`src/rtl/bit_serial_alu_seq_if.sv`:
```
// bit_serial_alu_seq_if: request/result bundle (start,a,b,alu_ctl in; busy,done,result,zero,overflow,carry_out out)
interface bit_serial_alu_seq_if #(parameter int WIDTH = 8) ();
  logic             start;
  logic [WIDTH-1:0] a;
  logic [WIDTH-1:0] b;
  logic [3:0]       alu_ctl;
  logic             busy;
  logic             done;
  logic [WIDTH-1:0] result;
  logic             zero;
  logic             overflow;
  logic             carry_out;
  modport master (output start, a, b, alu_ctl, input busy, done, result, zero, overflow, carry_out);
  modport slave  (input start, a, b, alu_ctl, output busy, done, result, zero, overflow, carry_out);
endinterface

```
`src/rtl/bit_serial_alu_seq.sv`:
```
// bit_serial_alu_seq: drives a 1-bit ALU slice LSB-first over WIDTH cycles (ports: clk, rst, bus slave)
module bit_serial_alu_seq #(parameter int WIDTH = 8) (
  input logic clk,
  input logic rst,
  bit_serial_alu_seq_if.slave bus
);
  localparam int CW = $clog2(WIDTH);
  typedef enum logic [1:0] {IDLE, SHIFT, FINISH} state_t;
  state_t           state_q, state_d;
  logic [CW-1:0]    cnt_q, cnt_d;
  logic             carry_q, carry_d, cin_msb_q, cin_msb_d, sum_msb_q, sum_msb_d;
  logic [WIDTH-1:0] a_q, a_d, b_q, b_d, res_q, res_d;
  logic [3:0]       ctl_q, ctl_d;
  logic             zero_q, zero_d, ovf_q, ovf_d, co_q, co_d, done_q, done_d;
  logic             ai, bi, sum, cout, slice, last, valid, arith;
  logic [WIDTH-1:0] fin_res;
  always_comb begin
    ai      = a_q[cnt_q] ^ ctl_q[3];
    bi      = b_q[cnt_q] ^ ctl_q[2];
    sum     = ai ^ bi ^ carry_q;
    cout    = (ai & bi) | (ai & carry_q) | (bi & carry_q);
    slice   = ctl_q[1:0] == 2'd0 ? ai & bi : ctl_q[1:0] == 2'd1 ? ai | bi : ctl_q[1:0] == 2'd2 ? sum : 1'b0;
    last    = cnt_q == CW'(WIDTH - 1);
    valid   = ctl_q inside {4'b0000, 4'b0001, 4'b0010, 4'b0110, 4'b0111, 4'b1100};
    arith   = ctl_q inside {4'b0010, 4'b0110, 4'b0111};
    fin_res = !valid ? '0 : ctl_q == 4'b0111 ? {{(WIDTH-1){1'b0}}, sum_msb_q ^ cin_msb_q ^ carry_q} : res_q;
    state_d   = state_q;
    cnt_d     = cnt_q;
    carry_d   = carry_q;
    cin_msb_d = cin_msb_q;
    sum_msb_d = sum_msb_q;
    a_d       = a_q;
    b_d       = b_q;
    ctl_d     = ctl_q;
    res_d     = res_q;
    zero_d    = zero_q;
    ovf_d     = ovf_q;
    co_d      = co_q;
    done_d    = 1'b0;
    unique case (state_q)
      IDLE: if (bus.start) begin
        a_d     = bus.a;
        b_d     = bus.b;
        ctl_d   = bus.alu_ctl;
        carry_d = bus.alu_ctl[2];
        cnt_d   = '0;
        state_d = SHIFT;
      end
      SHIFT: begin
        res_d[cnt_q] = slice;
        carry_d      = cout;
        if (last) begin
          cin_msb_d = carry_q;
          sum_msb_d = sum;
          state_d   = FINISH;
        end else cnt_d = cnt_q + 1'b1;
      end
      FINISH: begin
        res_d   = fin_res;
        zero_d  = fin_res == '0;
        ovf_d   = arith & (cin_msb_q ^ carry_q);
        co_d    = arith & carry_q;
        done_d  = 1'b1;
        state_d = IDLE;
      end
      default: state_d = IDLE;
    endcase
  end
  always_ff @(posedge clk) begin
    if (rst) begin
      state_q   <= IDLE;
      cnt_q     <= '0;
      carry_q   <= 1'b0;
      cin_msb_q <= 1'b0;
      sum_msb_q <= 1'b0;
      a_q       <= '0;
      b_q       <= '0;
      ctl_q     <= '0;
      res_q     <= '0;
      zero_q    <= 1'b0;
      ovf_q     <= 1'b0;
      co_q      <= 1'b0;
      done_q    <= 1'b0;
    end else begin
      state_q   <= state_d;
      cnt_q     <= cnt_d;
      carry_q   <= carry_d;
      cin_msb_q <= cin_msb_d;
      sum_msb_q <= sum_msb_d;
      a_q       <= a_d;
      b_q       <= b_d;
      ctl_q     <= ctl_d;
      res_q     <= res_d;
      zero_q    <= zero_d;
      ovf_q     <= ovf_d;
      co_q      <= co_d;
      done_q    <= done_d;
    end
  end
  assign bus.busy      = state_q != IDLE;
  assign bus.done      = done_q;
  assign bus.result    = res_q;
  assign bus.zero      = zero_q;
  assign bus.overflow  = ovf_q;
  assign bus.carry_out = co_q;
endmodule

```
`src/flat_wrapper.sv`:
```
// flat-port wrapper written by rule: the top's interface ports become plain ports
module bit_serial_alu_seq_flat 
#(parameter int WIDTH = 8)
  (clk, rst, bus_start, bus_a, bus_b, bus_alu_ctl, bus_busy, bus_done, bus_result, bus_zero, bus_overflow, bus_carry_out);
  bit_serial_alu_seq_if #(.WIDTH(WIDTH)) bus_i ();
  input logic clk;
  input logic rst;
  input wire logic [$bits(bus_i.start)-1:0] bus_start;
  input wire logic [$bits(bus_i.a)-1:0] bus_a;
  input wire logic [$bits(bus_i.b)-1:0] bus_b;
  input wire logic [$bits(bus_i.alu_ctl)-1:0] bus_alu_ctl;
  output wire logic [$bits(bus_i.busy)-1:0] bus_busy;
  output wire logic [$bits(bus_i.done)-1:0] bus_done;
  output wire logic [$bits(bus_i.result)-1:0] bus_result;
  output wire logic [$bits(bus_i.zero)-1:0] bus_zero;
  output wire logic [$bits(bus_i.overflow)-1:0] bus_overflow;
  output wire logic [$bits(bus_i.carry_out)-1:0] bus_carry_out;
  assign bus_i.start = bus_start;
  assign bus_i.a = bus_a;
  assign bus_i.b = bus_b;
  assign bus_i.alu_ctl = bus_alu_ctl;
  assign bus_busy = bus_i.busy;
  assign bus_done = bus_i.done;
  assign bus_result = bus_i.result;
  assign bus_zero = bus_i.zero;
  assign bus_overflow = bus_i.overflow;
  assign bus_carry_out = bus_i.carry_out;
  bit_serial_alu_seq #(.WIDTH(WIDTH)) u_core (.clk(clk), .rst(rst), .bus(bus_i));
endmodule
```
`config.mk`:
```
export PLATFORM = sky130hd
export DESIGN_NAME = bit_serial_alu_seq_flat
export DESIGN_NICKNAME = d
export VERILOG_FILES = /design/src/rtl/bit_serial_alu_seq_if.sv /design/src/rtl/bit_serial_alu_seq.sv /design/src/flat_wrapper.sv
export SDC_FILE = /design/constraint.sdc
export NUM_CORES = 1
export LEC_CHECK = 0
export ABC_AREA = 1
export CAP_MARGIN = 20
export CORE_MARGIN = 2
export CORE_UTILIZATION = 46
export DETAILED_ROUTE_END_ITERATION = 7
export PLACE_DENSITY_LB_ADDON = 0.12
export SETUP_SLACK_MARGIN = 0.15
export SLEW_MARGIN = 10
export SYNTH_ARGS = -nofsm -noshare
export SYNTH_HDL_FRONTEND = slang
export SYNTH_SLANG_ARGS = --single-unit
```
`constraint.sdc`:
```
create_clock -name clk -period 3.1 [get_ports clk]
set_clock_uncertainty 0.15 [all_clocks]
set_input_delay 0.93 -clock clk [delete_from_list [all_inputs] [get_ports clk]]
set_output_delay 0.93 -clock clk [all_outputs]
set_load 0.03 [all_outputs]
```
# ---- Word level (Yosys, flattened, before mapping)
# Cells that the tools add are included.
dict set report word_totals {
  latch_bits 0
  mem_count 0
  mem_bits_ro 0
  register_bits 40
  elab_cells 81
  ramBits 0
}
dict set report op_classes {
  mul 0
  n_shift 0
  n_mux 22
  bitwise 15
  n_eq_ne 13
  n_addsub 1
  n_div 0
  order_cmp 2
  reduce_logical 15
}
# op count
set ops {}
lappend ops {{$mux 8} 2}
lappend ops {{$pmux 8 s2} 1}
lappend ops {{$bwmux 8} 1}
lappend ops {{$eq 4x3->1 const B} 2}
lappend ops {{$logic_not 8->1} 1}
lappend ops {{$mux 1} 8}
lappend ops {{$reduce_and 2->1} 4}
lappend ops {{$xor 1x1->1} 7}
lappend ops {{$bmux 1 s3} 2}
lappend ops {{$mux 3} 2}
lappend ops {{$pmux 3 s2} 1}
lappend ops {{$reduce_bool 2->1} 3}
lappend ops {{$reduce_bool 6->1} 1}
lappend ops {{$and 1x1->1} 5}
lappend ops {{$eq 2x1->1 const B} 2}
lappend ops {{$eq 2x2->1 const B} 2}
lappend ops {{$eq 4x1->1 const B} 1}
lappend ops {{$eq 4x2->1 const B} 1}
lappend ops {{$eq 4x4->1 const B} 1}
lappend ops {{$logic_not 2->1} 2}
lappend ops {{$logic_not 4->1} 1}
lappend ops {{$lt 3x4->1 const B} 1}
lappend ops {{$mux 2} 2}
lappend ops {{$ne 2x2->1 const B} 2}
lappend ops {{11 further kinds} 13}

# ---- Longest topological paths before layout
dict set report logic_depth {
  word_depth 10
  depth_mapped 18
}

# ---- Least setup slack after synthesis
# OpenSTA, ideal clock, no wires.
dict set report synth_timing {
  path_kind {flip-flop to flip-flop}
  from {reg u_core.cnt_q[0]}
  to {reg u_core.res_q[1], in the netlist u_core.bus.result[1]}
  arrival_time_ps 2130
  stages_incl_launch_ff 15
  path_slack_ps 688
  required_ps 2818
  path_cell_list {dfxtp_1 -> buf_4 -> inv_4 -> nand2_1 -> a21oi_1 -> o21ai_1 -> nand2_1 -> xor2_1 -> fa_1 -> nor2_1 -> o22ai_1 -> o21ai_0 -> nand2_1 -> nand3_1 -> a21oi_1}
}
dict set report synth_between {
  elab_chain_cells 10
}
# item line
set synth_lines {}
lappend synth_lines {{start, declared} bit_serial_alu_seq.sv:10} ;# logic [CW-1:0] cnt_q, cnt_d;
lappend synth_lines {{start signal, assigned} bit_serial_alu_seq.sv:86} ;# cnt_q <= cnt_d;
lappend synth_lines {{$bmux 1 s3 (on tied branches)} {bit_serial_alu_seq.sv:18, bit_serial_alu_seq.sv:19}}
lappend synth_lines {{$mux 1 (on tied branches)} {bit_serial_alu_seq.sv:18, bit_serial_alu_seq.sv:19}}
lappend synth_lines {{$xor 1x1->1 (on tied branches)} {bit_serial_alu_seq.sv:18, bit_serial_alu_seq.sv:19}}
lappend synth_lines {{$xor 1x1->1 (*) (2 in series)} bit_serial_alu_seq.sv:20} ;# sum = ai ^ bi ^ carry_q;
lappend synth_lines {{net u_core.sum} bit_serial_alu_seq.sv:15} ;# logic ai, bi, sum, cout, slice, last, valid, arith;
lappend synth_lines {{$mux 1 (*) (3 in series)} bit_serial_alu_seq.sv:22} ;# slice = ctl_q[1:0] == 2'd0 ? ai & bi : ctl_q[1:0] == 2'd1 ? ai | bi : ctl_q[1:0] == 2'd2 ? sum : 1'b0;
lappend synth_lines {{$bwmux 8 (*)} bit_serial_alu_seq.sv:50} ;# res_d[cnt_q] = slice;
lappend synth_lines {{$pmux 8 s2 (*)} bit_serial_alu_seq.sv:40} ;# unique case (state_q)
lappend synth_lines {{end signal, assigned} bit_serial_alu_seq.sv:93} ;# res_q <= res_d;
lappend synth_lines {{end, declared} bit_serial_alu_seq.sv:12} ;# logic [WIDTH-1:0] a_q, a_d, b_q, b_d, res_q, res_d;
# Mark *: on every way through the listed nets, which the timed path passes. The rest lies on a longest branch. The select of a mux whose other input is x is not followed.
# A chain may end at the register's enable or synchronous reset.

# ---- Worst setup path after layout
dict set report layout_timing {
  from {reg u_core.state_q[0]}
  to {out bus_busy}
}
dict set report layout_between {
  elab_chain_cells 1
}
# item line
set layout_lines {}
lappend layout_lines {{start, declared} bit_serial_alu_seq.sv:9} ;# state_t state_q, state_d;
lappend layout_lines {{start signal, assigned} bit_serial_alu_seq.sv:85} ;# state_q <= state_d;
lappend layout_lines {{$reduce_bool 2->1} bit_serial_alu_seq.sv:100} ;# assign bus.busy = state_q != IDLE;
lappend layout_lines {{end, declared} flat_wrapper.sv:12} ;# output wire logic [$bits(bus_i.busy)-1:0] bus_busy;
# No other way between the ends.

==> metrics.md <==
| Metric | Value |
|---|---|
| Status | finished clean |
| Vias after detailed routing | 1,988 |
| Commonest cells in the netlist | 49 x nand2_1, 43 x nor2_1, 40 x dfxtp_1 |
| Layout-stage area growth over the synthesis result | 23.0% |
| Post-synthesis register bit count | 40 |
| Fin Hold WS | a little over 0.3 ns |
| Clock transition at the registers of the reported paths | around 0.070 ns |
| Clock sinks | 40 |
| Critical path launch point type | flop |
| Number of instances in the synthesized netlist | 305 |
| Pin count of the biggest net entering global routing | 29 |
| Maximum clock frequency | between 0.3 and 0.4 GHz |
| Number of nets still failing antenna checks after routing | 0 |
| Maximum buffer depth of the clock tree | 2 |
| Remaining DRCs | 0 |
| Cell variety after synth | 29 |
| Main area contributors after synthesis | dfxtp_1 38%, nand2_1 8.8%, a21oi_1 8.6% |
| Via count of the first global-routing pass | about 1,800 |
| WL/cell | 11.5 µm |
| Ratio of final minimum period to clock period | 88.8% |
| Wire length of the first global-routing pass | between 7000 and 8000 µm |
| Overall routed net length | about 4500 µm |
| Fill cell instance count of the final layout | around 440 |
| Pwr Density | roughly 450 nW/µm² |
| Actual transition at the worst max-transition pin | just over 0.4 ns |
| Full die area | just over 5000 µm² |
| Number of warnings issued by yosys | 0 |
| Total CTS buffers | 5 |
| Max-slew violation count | 0 |
| Setup violators final | 0 |
| N_diodes | 0 |
| NumNets Final | about 370 |
| Proportion of netlist area held by the largest area contributor | between 30% and 40% |
| Initial antenna violation count | 0 |
| Final weighted congestion in routability-driven placement | 0.825 |
| Leak | approximately 1.1 nW |
| Setup repair after global routing missed its margin | no |
| DRC violation total after the first TritonRoute iteration | 76 |
| Remaining max-slew budget at the tightest pin | 72.5% |
| Insertion delay of the later-clocked pin in the worst-skew pair | 0.29 ns |
| H-tree Lvls | 2 |
| CTS Root Cell | clkbuf_8 |
| Maximum Capacitance Violations | 0 |
| TritonRoute pass-1 iters | 4 |
| Number of failing hold endpoints at the final stage | 0 |
| Area of the core | around 4400 µm² |
| Clock tree from TritonCTS | yes |
| Cell type with the highest aggregate area in the netlist | dfxtp_1 |
| Die Width | slightly above 70 µm |
| Critical Path Fanout Max | 3 |
| Worst slack at placement | 0.274 ns |
| # rows | 24 |
| Min Tclk post-route | between 2 and 3 ns |
| Ratio of cells with drive above 1 in the final layout | between 7 and 8% |
| Summed instance area of the synthesized netlist | ~2100 µm² |
| Crit path capture type | primary output |
| Die extent in y | approximately 70 µm |
| Hold/Removal Path Class | reg -> reg |
| Drt via density | 5.06 |
| Worst Slack Setup Final | 0.346 ns |
| HPWL after detailed placement | around 3400 µm |
| WP data arrival | roughly 1.7 ns |
| Number of enable flip-flop cells after synthesis | 0 |
| Port-buffer cells | 35 |
| Setup CP Type | reg -> out |
| Share of synthesized area occupied by flip-flops and latches | 38.1% |
| Average cell area after synthesis | approximately 6.9 µm² |
| Cts-stage hold buffer count | 0 |
| Overall overflow remaining after global route | 0 |
| Starting density of the core | between 40% and 50% |
| Leading cell type by number of instances after synthesis | nand2_1 |
| Mapped Nets | around 340 |
| Critical path required time | approximately 2.0 ns |
| Peak VDD IR | 0.000236 V |
| Setup Total Neg Slack | 0 ns |
| Combined global-route utilization of all metal layers | around a fifth |
| I/O pin count | 36 |
| Main flop type after synthesis | dfxtp_1 |
| Final Power | about 1.2 mW |
| Share of async-settable or async-resettable flops after synthesis | 0% |
area by class of cell:
class | count | area, µm² | area share [%]
clock buffers | 8 | 90.1 | 3.48
repair buffers | 39 | 380 | 14.7
inverters | 38 | 145 | 5.61
well taps | 52 | 65.1 | 2.52
flip-flops and latches | 40 | 803 | 31.1
multi-input cells | 216 | 1100 | 42.6
final timing paths:
kind                                         from                    to  slack, ns  depth (start not counted)
worst max-delay path            u_core.state_q[0]              bus_busy       0.35                          4
worst min-delay path                u_core.b_q[6]         u_core.b_q[6]       0.30                          2
worst max register to register    u_core.cnt_q[1]  u_core.bus.result[5]       0.44                         14
worst min register to register      u_core.b_q[6]         u_core.b_q[6]       0.30                          2
logic make-up after synthesis:
family / after synthesis / share of synthesized area, %
buf+inv: 49 / 9.64
simple gates: 130 / 27.1
compound gates: 74 / 18.3
flops: 40 / 38.1
xor+xnor: 4 / 1.67
fa+ha+maj: 8 / 5.12
registers in the layout, indices dropped and copies added (netlist names):
| signal | cells |
|---|---|
| u_core.cnt_q | 3 |
| u_core.bus.overflow | 1 |
| u_core.cin_msb_q | 1 |
| u_core.bus.done | 1 |
| u_core.ctl_q | 4 |
| u_core.bus.result | 8 |
| u_core.b_q | 8 |
| u_core.a_q | 8 |
| u_core.sum_msb_q | 1 |
| u_core.carry_q | 1 |
| u_core.bus.carry_out | 1 |
| u_core.bus.zero | 1 |
| u_core.state_q | 2 |
power breakdown:
part | internal, mW | switching, mW | total [mW]
clock | 0.182 | 0.177 | 0.359
sequential | 0.546 | 0.0290 | 0.575
combinational | 0.0961 | 0.136 | 0.232
repair_timing:
item	in CTS	in global routing
gates resized for setup	0	3
endpoints found under the hold margin	0	0
setup buffers	0	0
setup endpoints to repair	0	8
layout by cell type, fill, tap and decap left out:
| master | netlist | final |
|---|---|---|
| nand2_1 | 49 | 48 |
| nor2_1 | 43 | 43 |
| dfxtp_1 | 40 | 38 |
| a21oi_1 | 36 | 36 |
| clkdlybuf4s50_1 | 0 | 35 |
| inv_1 | 33 | 33 |
| o21ai_0 | 29 | 29 |
| nand3_1 | 23 | 23 |
| ha_1 | 7 | 7 |
| clkbuf_8 | 1 | 6 |
| or2_2 | 5 | 5 |
| inv_2 | 4 | 4 |
| buf_4 | 1 | 4 |
| xor2_1 | 3 | 3 |
| o22ai_1 | 3 | 3 |
| nand4_1 | 3 | 3 |
| a211oi_1 | 3 | 3 |
| nand2_2 | 1 | 2 |
| or2_1 | 2 | 2 |
| or2_0 | 2 | 2 |
| clkbuf_1 | 7 | 2 |
| dfxtp_2 | 0 | 2 |
| inv_4 | 1 | 1 |
| o21ai_1 | 1 | 1 |
| a22oi_1 | 1 | 1 |
| nand3_4 | 1 | 1 |
| nor2_4 | 1 | 1 |
| a31oi_1 | 1 | 1 |
| xnor2_1 | 1 | 1 |
| fa_1 | 1 | 1 |
metal layers:
metal | GRT usage, % | up-vias | part of all wire (%) | wire length [µm]
met5 | 0 | - | 0 | 0
met3 | 5.06 | 6 | 4.1 | 183
met2 | 32.1 | 41 | 47 | 2100
met1 | 24.7 | 882 | 48 | 2140
met4 | 9.01 | 0 | 1.7 | 77
li1 | - | 1059 | - | -
worst max-delay path, cell delays in order (launching register included):
cell and delay [ns]:
dfxtp_1 0.36, inv_1 0.07, ha_1 0.21, inv_1 0.08
clkdlybuf4s50_1 0.67
per-stage QoR:
step                      utilization (%)  cell area [µm²]  cells
after floorplan                         -             2100    305
after CTS                            58.8             2580    393
after global placement               56.8             2490    385
after detailed placement             56.8             2490    385
final                                59.0             2580    393
after global routing                 59.0             2580    393
Power figures use the tool's default switching activity.
